--- config.mk ---
export PLATFORM = sky130hd
export DESIGN_NAME = olivia_prog_loader
export DESIGN_NICKNAME = d
export VERILOG_FILES = /design/src/rtl/olivia_prog_loader.sv
export SDC_FILE = /design/constraint.sdc
export NUM_CORES = 1
export LEC_CHECK = 0
export ABC_AREA = 1
export CAP_MARGIN = 30
export CELL_PAD_IN_SITES_DETAIL_PLACEMENT = 1
export CELL_PAD_IN_SITES_GLOBAL_PLACEMENT = 1
export CORE_ASPECT_RATIO = 0.7
export CORE_UTILIZATION = 40
export DETAILED_ROUTE_END_ITERATION = 10
export PLACE_DENSITY = 0.79
export SLEW_MARGIN = 20
export SYNTH_ARGS = -nofsm -noshare
export SYNTH_HDL_FRONTEND = slang
export SYNTH_SLANG_ARGS = --single-unit
--- constraint.sdc ---
create_clock -name CLK -period 1.85 [get_ports CLK]
set_input_delay 0.185 -clock CLK [delete_from_list [all_inputs] [get_ports CLK]]
set_output_delay 0.185 -clock CLK [all_outputs]
set_load 0.02 [all_outputs]
--- src/rtl/olivia_prog_loader.sv ---
// Olivia program loader: receives a framed byte stream (LEN_HI, LEN_LO,
// 4N instruction bytes MSB first, XOR checksum), writes the instruction
// bytes big-endian into the byte-addressed IM, screens each word against
// the supported LEGv8 opcode set, and holds the core in reset until a
// load completes without error.
module olivia_prog_loader #(
  parameter int IM_BYTES      = 64,
  parameter int ADDR_W        = 6,
  parameter bit CHECK_OPCODES = 1'b1
) (
  input  logic              CLK,
  input  logic              RST,
  input  logic              start,
  input  logic              in_valid,
  input  logic [7:0]        in_data,
  output logic              in_ready,
  output logic              im_we,
  output logic [ADDR_W-1:0] im_addr,
  output logic [7:0]        im_wdata,
  output logic              busy,
  output logic              done,
  output logic [1:0]        err_code,
  output logic [15:0]       loaded_words,
  output logic              cpu_hold
);

  typedef enum logic [2:0] {
    S_IDLE, S_LEN_HI, S_LEN_LO, S_DATA, S_CSUM, S_END
  } state_t;

  state_t state, state_nx;

  logic [7:0]        len_hi;
  logic [ADDR_W-1:0] byte_cnt;
  logic [ADDR_W-1:0] last_idx;
  logic [7:0]        csum;
  logic [23:0]       word_sr;
  logic              bad_op;

  logic              xfer;
  logic [17:0]       n_bytes;
  logic              len_ovf;
  logic              len_zero;
  logic [31:0]       word_full;
  logic              word_bad;

  // Supported LEGv8 opcodes in bits [31:21]
  function automatic logic op_supported(input logic [10:0] op);
    case (op)
      11'b10001011000, 11'b11001011000, 11'b10001010000, 11'b10101010000,
      11'b11111000010, 11'b11111000000, 11'b10110100000, 11'b00010100000:
        op_supported = 1'b1;
      default:
        op_supported = 1'b0;
    endcase
  endfunction

  // Handshake, length decode and word screening
  always_comb begin
    in_ready  = (state == S_LEN_HI) || (state == S_LEN_LO) ||
                (state == S_DATA)   || (state == S_CSUM);
    busy      = (state != S_IDLE);
    done      = (state == S_END);
    xfer      = in_valid & in_ready;
    n_bytes   = {len_hi, in_data, 2'b00};
    len_ovf   = (n_bytes > 18'(IM_BYTES));
    len_zero  = ({len_hi, in_data} == 16'h0000);
    word_full = {word_sr, in_data};
    word_bad  = CHECK_OPCODES && (word_full != 32'h0) &&
                !op_supported(word_full[31:21]);
  end

  // Next-state logic
  always_comb begin
    state_nx = state;
    unique case (state)
      S_IDLE:   if (start) state_nx = S_LEN_HI;
      S_LEN_HI: if (xfer)  state_nx = S_LEN_LO;
      S_LEN_LO: if (xfer) begin
                  if (len_ovf)       state_nx = S_END;
                  else if (len_zero) state_nx = S_CSUM;
                  else               state_nx = S_DATA;
                end
      S_DATA:   if (xfer && (byte_cnt == last_idx)) state_nx = S_CSUM;
      S_CSUM:   if (xfer)  state_nx = S_END;
      S_END:    state_nx = S_IDLE;
      default:  state_nx = S_IDLE;
    endcase
  end

  // State register
  always_ff @(posedge CLK) begin
    if (!RST) state <= S_IDLE;
    else      state <= state_nx;
  end

  // Datapath: IM write port, checksum, word assembly, status
  always_ff @(posedge CLK) begin
    if (!RST) begin
      im_we        <= 1'b0;
      im_addr      <= '0;
      im_wdata     <= '0;
      err_code     <= '0;
      loaded_words <= '0;
      cpu_hold     <= 1'b1;
      len_hi       <= '0;
      byte_cnt     <= '0;
      last_idx     <= '0;
      csum         <= '0;
      word_sr      <= '0;
      bad_op       <= 1'b0;
    end else begin
      im_we <= 1'b0;
      unique case (state)
        S_IDLE: if (start) begin
          cpu_hold     <= 1'b1;
          err_code     <= '0;
          loaded_words <= '0;
          bad_op       <= 1'b0;
          csum         <= '0;
          byte_cnt     <= '0;
        end
        S_LEN_HI: if (xfer) len_hi <= in_data;
        S_LEN_LO: if (xfer) begin
          if (len_ovf) err_code <= 2'd1;
          // 4N-1 fits ADDR_W bits whenever the length check passes
          else         last_idx <= n_bytes[ADDR_W-1:0] - ADDR_W'(1);
        end
        S_DATA: if (xfer) begin
          im_we    <= 1'b1;
          im_addr  <= byte_cnt;
          im_wdata <= in_data;
          csum     <= csum ^ in_data;
          word_sr  <= {word_sr[15:0], in_data};
          byte_cnt <= byte_cnt + ADDR_W'(1);
          if (byte_cnt[1:0] == 2'd3) begin
            loaded_words <= loaded_words + 16'd1;
            if (word_bad) bad_op <= 1'b1;
          end
        end
        S_CSUM: if (xfer) begin
          if (in_data != csum) err_code <= 2'd2;
          else if (bad_op)     err_code <= 2'd3;
          else                 err_code <= 2'd0;
        end
        S_END: if (err_code == 2'd0) cpu_hold <= 1'b0;
        default: ;
      endcase
    end
  end

endmodule

Word level (Yosys, flattened, before mapping):

Cells that the tools add are included.

* bits in registers: 90
* word-level logic and storage cells: 106

* magnitude comparators: 1
* add/subtract/negate cells: 3
* reduce and logical (&&, ||, !) cells: 25
* equality and inequality tests: 26
* muxes and demuxes: 35
* bitwise gates (word level): 3

Operator list (number)
* $eq A11 B11 Y1 const B: 7
* $mux W16: 3
* $pmux W16 S2: 1
* $reduce_bool A32 Y1: 1
* $mux W3: 7
* $gt A18 B7 Y1 const B: 1
* $add A16 B1 Y16 const B: 1
* $logic_not A16 Y1: 1
* $mux W8: 2
* $pmux W8 S2: 1
* $pmux W3 S5: 1
* $reduce_and A5 Y1: 3
* $ne A2 B2 Y1 const B: 7
* $mux W2: 6
* $mux W6: 2
* $pmux W6 S2: 1
* $eq A11 B8 Y1 const B: 1
* $reduce_and A3 Y1: 3
* $mux W1: 8
* $ne A8 B8 Y1: 1
* $reduce_or A8 Y1: 1
* $xor A8 B8 Y8: 1
* $add A6 B1 Y6 const B: 1
* $eq A3 B2 Y1 const B: 2
* 19 further kinds: 30

Longest topological paths before layout:

Gate-level depths: netlist of run 1.

* word-level depth: 9
* gate-level depth with buffers: 12
* depth with buffers taken out: 11

Worst setup path before layout of run 1:

Ideal clock, no wire load.

* path kind: reg-to-reg
* start: register loaded_words[0]
* end: register loaded_words[8]
* required time: 1.741 ns
* cell stages (with the launch flop): 9
* buffers on the path: 0
* setup slack: 0.291 ns
* arrival time: 1.450 ns
* library setup time: 0.109 ns
* clock period less this slack: 1.559 ns
* cell sequence: dfxtp_1 -> ha_1 -> nand2_1 -> nor3_1 -> nand2_1 -> nor2_1 -> a21oi_1 -> nand2_1 -> inv_1

* cells in the longest elaborated chain, start to end: 4

Ends and longest elaborated chain
* start, declared: line 23 `output logic [15:0] loaded_words,`
* start signal, assigned: line 137 `loaded_words <= loaded_words + 16'd1;`
* $add A16 B1 Y16: line 137
* $mux W16: line 136 `if (byte_cnt[1:0] == 2'd3) begin`
* $mux W16: line 129 `S_DATA: if (xfer) begin`
* $pmux W16 S2: line 114 `unique case (state)`

No other way between the ends. The select of a mux whose other input is x is not followed.
A chain may end at the register's enable or synchronous reset.

Worst setup path after layout of run 1:

* start: register state[2]
* end: output busy

* cells in the longest elaborated chain, start to end: 1

Ends and longest elaborated chain
* start, declared: line 31 `state_t state, state_nx;`
* start signal, assigned: line 94 `else state <= state_nx;`
* $reduce_bool A3 Y1: line 62 `busy = (state != S_IDLE);`
* end, declared: line 20 `output logic busy,`

No other way between the ends.

==> flow_metrics.env, run 1 <==
export IMPL_slowest_delay_ns=0.61
export IMPL_max_slew_margin_pct=70.9
export IMPL_grt_pass1_wl_mm=20.4
export IMPL_finalClockSkew_ns=0.00906
export IMPL_drt_iter0_drc=202
export IMPL_hold_viol=0
export IMPL_reg2reg_depth=10
export IMPL_setup_viol=0
export IMPL_netlist_instances=553
export IMPL_initial_core_util_pct=42.1
export IMPL_slew_viol_final=0
export IMPL_ys_seq_area_share_pct=41.6
export IMPL_regArea_mm2=0.00162
export IMPL_htreeDepth=3
export IMPL_switching_share_pct=35.1
export IMPL_r2r_end="loaded_words[10]"
export IMPL_dieHeight_um=84.6
export IMPL_fp_coreArea_mm2=0.00925
export IMPL_multi_input_area_mm2=0.00190
export IMPL_endpoint_kind="primary output"
export IMPL_ys_types=34
export IMPL_nNetsFinal=626
export IMPL_syn_nets=569
export IMPL_power_switching_uw=2230
export IMPL_r2r_start="state[0]"
export IMPL_die_w_um=120
export IMPL_fillers=1189
export IMPL_crit_chain="inv_2, nand2_1, clkdlybuf4s50_1"
export IMPL_status="finished, final reports clean"
export IMPL_drc_errors=0
export IMPL_ir_drop_v=0.000606
export IMPL_antenna_found_initial=0
export IMPL_min_delay_path_depth=2
export IMPL_hold_end="loaded_words[4]"
export IMPL_ys_warnings_count=0
export IMPL_syn_area_mm2=0.00390
export IMPL_fin_crit_sh_pct=95.6
export IMPL_clk_pin_slew_worst_paths_ns=0.06
export IMPL_worst_pin_slew_ns=0.434
export IMPL_hold_buffers=0
export IMPL_vias=3844
export IMPL_required_ns=1.66
export IMPL_critPathSlowestCell="clkdlybuf4s50_1"
export IMPL_fin_total_pwr_uw=6350
export IMPL_clockRootBuffer="clkbuf_16"
export IMPL_avgViaCountPerCell=5.20
export IMPL_synthFlopType="dfxtp_1"
export IMPL_ant_nets=0
export IMPL_utilization_pct=53.5
export IMPL_dpl_hpwl_mm=9.15
export IMPL_firstDrtPassIters=4
export IMPL_grt_pass1_vias=3987
export IMPL_gp_congestion=0.868
export IMPL_grt_max_degree=34
export IMPL_r2r_slack_ns=0.11
export IMPL_pin_count=49
export IMPL_area_growth_pct=26.9
export IMPL_wl_per_cell_um=16.6
export IMPL_cts_sinks=81
export IMPL_max_clock_path_buffers=2
export IMPL_dpl_cell_area_mm2=0.00457
export IMPL_synth_seq_cells=81
export IMPL_totalWireLength_mm=12.3
export IMPL_p_int_uw=4120
export IMPL_diodes=0
export IMPL_async_flop_share_pct=0
export IMPL_power_frac_clock_pct=34.6
export IMPL_numPortBuffers=48
export IMPL_worstSetupPathType="reg2out"
export IMPL_cts_tree="built"
export IMPL_hold_path_class="reg2reg"
export IMPL_p_seq_share_pct=33.6
export IMPL_drive_gt1_share_pct=8.94
export IMPL_start_kind="flop"
export IMPL_synth_area_per_cell_um2=7.05
export IMPL_fin_worst_hold_slack_ns=0.460
export IMPL_die_area_mm2=0.0101
export IMPL_cp_data_arrival_time_ns=1.58
export IMPL_clkLatencyLatePin_ns=0.34
export IMPL_power_density_mw_per_mm2=1280
export IMPL_rsz0062_at_grt="no"
export IMPL_fmax_mhz=565
export IMPL_min_from="loaded_words[4]"
export IMPL_rows=29
export IMPL_grt_usage_pct=26.2
export IMPL_leakagePower_uw=0.00207
export IMPL_crit_path_max_fanout=5
export IMPL_period_needed_ns=1.77
export IMPL_grt_overflow_total=0
export IMPL_cap_violations=0
export IMPL_fin_area_mm2=0.00495
export IMPL_numCtsBuffers=9
export IMPL_power_frac_comb_pct=31.9
export IMPL_synth_edff_count=0
## stage by stage
step	worst slack [ns]	setup TNS, ns	std cells
after floorplan	0.291	0	553
after detailed placement	-0.116	-0.206	723
after global routing	0.00508	0	739
after global placement	-0.0545	-0.0685	723
after CTS	0.0458	0	739
final	0.0811	0	739
## cell families after synthesis
group | after synthesis | synth area share (%)
AOI/OAI and AO/OA | 111 | 15.2
buffers and inverters | 86 | 9.82
xor gates and xnor gates | 12 | 2.70
and+or+nand+nor | 259 | 29.4
DFF | 81 | 41.6
adders and majority gates | 4 | 1.28
## cells in the mapped netlist, types with 2 or more instances
cell        n  area, µm²
a211oi_1    8       60.1
a21oi_1    57        285
buf_2       4       20.0
buf_4       9       67.6
clkbuf_1    9       33.8
dfxtp_1    81       1620
ha_1        4       50.1
inv_1      58        218
inv_2       2       7.51
inv_4       2       12.5
nand2_1   114        428
nand2_2     3       18.8
nand2_8     2       40.0
nand3_1    25        125
nand4_1    12       75.1
nor2_1     82        308
nor2_4      2       22.5
nor3_1     14       70.1
o21ai_0    40        200
xnor2_1     8       70.1
xor2_1      4       35.0
## how the worst max path moves through the flow
| stage | start | end | depth (start not counted) |
|---|---|---|---|
| 2_1_floorplan | loaded_words[0] | loaded_words[8] | 8 |
| 3_3_place_gp | in_data[5] | err_code[1] | 8 |
| 3_5_place_dp | in_data[5] | err_code[1] | 8 |
| 4_1_cts | state[2] | in_ready | 4 |
| 5_1_grt | state[0] | loaded_words[10] | 10 |
| 6_report | state[2] | busy | 3 |
## worst max-delay path, delay by kind of cell (launching register included)
kind / cells / cell delay [ns]
DFF: 1 / 0.41
buffers and inverters: 2 / 0.71
and+or+nand+nor: 1 / 0.12
## sequential cells by signal, summed over array words and instances, names as in the netlist, 3 cells and up
register / flops
len_hi: 8
word_sr: 17
csum: 8
byte_cnt: 6
state: 3
im_addr: 6
loaded_words: 16
im_wdata: 7
last_idx: 5
## per-layer routing
metal | share of wire, % | global-route usage [%] | vias to the layer above
met2 | 45 | 41.5 | 84
met4 | 1.4 | 8.07 | 0
met1 | 49 | 36.0 | 1849
li1 | - | - | 1896
met5 | 0 | 0 | -
met3 | 4.1 | 4.96 | 15
## layout make-up
type / instances / area share (%)
multi-input combinational: 386 / 38.4
sequential: 81 / 32.8
timing repair buffer: 69 / 13.4
inverter: 63 / 4.88
clock buffer: 9 / 4.55
tap: 124 / 3.14
clock inverter: 7 / 2.88
## timing repair
item | in CTS | in global routing
resized for setup | 3 | 1
buffers inserted | 0 | 0
setup endpoints to repair | 2 | 1
## power by group through the flow
| stage | sequential [µW] | combinational (µW) | clock [µW] |
|---|---|---|---|
| after floorplan | 2170 | 1260 | 0 |
| after CTS | 2130 | 2000 | 2220 |
| after detailed placement | 2160 | 1970 | 0 |
| after global placement | 2150 | 1900 | 0 |
| final | 2130 | 2020 | 2200 |
| after global routing | 2160 | 2200 | 2280 |
## layout by cell type (no fill, tap or decap), types with 2 or more instances in the layout
master	instances
a211oi_1	8
a21oi_1	57
buf_12	2
buf_4	19
bufinv_16	4
clkbuf_16	9
clkdlybuf4s50_1	46
clkinv_4	2
dfxtp_1	80
dlygate4sd2_1	2
ha_1	4
inv_1	58
inv_2	2
inv_4	2
nand2_1	114
nand2_2	3
nand2_8	2
nand3_1	24
nand4_1	12
nor2_1	82
nor2_4	2
nor3_1	14
o21ai_0	40
xnor2_1	8
xor2_1	4
No activity file was read; power rests on OpenSTA's default activity.
==> run 2: changes to the inputs <==
- GPL_TIMING_DRIVEN: default -> 0
==> flow_metrics.env, run 2 (same netlist as run 1, synthesis figures left out) <==
export IMPL_status="finished, final reports clean"
export IMPL_fillers=1197
export IMPL_die_w_um=120
export IMPL_start_kind="primary input"
export IMPL_rows=29
export IMPL_leakagePower_uw=0.00204
export IMPL_largest_reg_flops=17
export IMPL_power_density_mw_per_mm2=1220
export IMPL_numPortBuffers=48
export IMPL_worstSetupPathType="in2reg"
export IMPL_final_cell_mix="nand2_1, nor2_1, dfxtp_1"
export IMPL_fmax_mhz=568
export IMPL_utilization_pct=52.9
export IMPL_drc_errors=0
export IMPL_fin_worst_hold_slack_ns=0.471
export IMPL_antenna_found_initial=0
export IMPL_drt_iter0_drc=211
export IMPL_crit_path_max_fanout=5
export IMPL_max_clock_path_buffers=2
export IMPL_endpoint_kind="flop"
export IMPL_dpl_hpwl_mm=9.37
export IMPL_grt_overflow_total=0
export IMPL_htreeDepth=3
export IMPL_fin_total_pwr_uw=5970
export IMPL_nNetsFinal=630
export IMPL_required_ns=2.08
export IMPL_stdcell_count=743
export IMPL_grt_pass1_wl_mm=19.8
export IMPL_clk_pin_slew_worst_paths_ns=0.06
export IMPL_wl_per_cell_um=16.6
export IMPL_cts_sinks=81
export IMPL_fp_coreArea_mm2=0.00925
export IMPL_dieHeight_um=84.6
export IMPL_period_needed_ns=1.76
export IMPL_numCtsBuffers=9
export IMPL_cp_data_arrival_time_ns=1.99
export IMPL_die_area_mm2=0.0101
export IMPL_max_slew_margin_pct=63.8
export IMPL_hold_buffers=0
export IMPL_dp_cells=725
export IMPL_reg_top3="word_sr x17, loaded_words x16"
export IMPL_drive_gt1_share_pct=9.69
export IMPL_clkLatencyLatePin_ns=0.34
export IMPL_grt_pass1_vias=3746
export IMPL_fin_crit_sh_pct=95.2
export IMPL_top_register="word_sr"
export IMPL_finalClockSkew_ns=0.00405
export IMPL_firstDrtPassIters=4
export IMPL_hold_viol=0
export IMPL_hold_path_class="reg2reg"
export IMPL_mostFrequentLayoutCell="nand2_1"
export IMPL_vias=3826
export IMPL_totalWireLength_mm=12.3
export IMPL_gp_congestion=0.821
export IMPL_slew_viol_final=0
export IMPL_avgViaCountPerCell=5.15
export IMPL_cts_tree="built"
export IMPL_area_growth_pct=25.5
export IMPL_worst_pin_slew_ns=0.542
export IMPL_cap_violations=0
export IMPL_ant_nets=0
export IMPL_pin_count=49
export IMPL_rsz0062_at_grt="no"
export IMPL_grt_max_degree=15
export IMPL_initial_core_util_pct=42.1
export IMPL_totalNegativeSetupSlack_ns=0
export IMPL_ir_drop_v=0.000579
export IMPL_diodes=0
export IMPL_clockRootBuffer="clkbuf_16"
export IMPL_setup_viol=0
export IMPL_grt_usage_pct=25.5
[run 2: cell types whose count changed in the layout (fill, tap and decap cells not counted), sizes merged]
| cell | before | now |
|---|---|---|
| clkbuf | 9 | 20 |
| buf | 21 | 15 |
| bufinv | 4 | 1 |
| clkinvlp | 0 | 3 |
| clkinv | 4 | 2 |
| clkdlybuf4s50 | 46 | 45 |
| dlymetal6s2s | 0 | 1 |
| inv | 62 | 63 |
[run 2: critical path: stages]
cell and delay [ns]:
clkdlybuf4s50_1 0.53, inv_2 0.14, ha_1 0.15, nand2_1 0.10, nand2_1 0.13, nand3_1 0.15, nor2_1 0.19, nand2_2 0.13
o21ai_0 0.22, nor2_1 0.06
[run 2: per-layer routing]
layer,GRT usage [%],vias up,wire [µm]
li1,-,1907,-
met1,37.8,1830,6200
met2,37.8,81,5240
met3,5.23,8,803
met4,5.11,0,97
met5,0,-,0
[run 2: timing repair]
action                     CTS  global route
gates resized for setup      6            12
pin swaps                    0             1
setup endpoints to repair   25            17
setup buffers                0             2
[run 2: layout make-up]
cell class	instances	area [µm²]	area share, %
tap	124	155	3.17
buffer	23	145	2.97
timing repair buffer	50	508	10.4
inverter	63	241	4.94
clock buffer	10	239	4.89
clock inverter	6	66.3	1.36
multi-input combinational	386	1910	39.1
sequential	81	1620	33.2
[run 2: worst paths after layout]
check	startpoint	to	slack, ns	cells after the start
setup / recovery	in_data[1]	last_idx[5]	0.09	10
hold / removal	loaded_words[4]	loaded_words[4]	0.47	2
setup reg to reg	len_hi[6]	last_idx[5]	0.11	8
hold reg to reg	loaded_words[4]	loaded_words[4]	0.47	2
[run 2: where the power goes]
part	leakage [µW]	switching [µW]	internal (µW)
Sequential	0.000656	174	1960
Combinational	0.00124	1290	711
Clock	0.000141	753	1080
Total	0.00204	2220	3750
[run 2: stage by stage]
step,worst slack (ns),instance area (µm²)
finish,0.0894,4890
global route,0.00611,4890
CTS,0.00273,4840
detailed placement,-0.323,4530
global placement,-0.236,4530
floorplan,0.291,3900
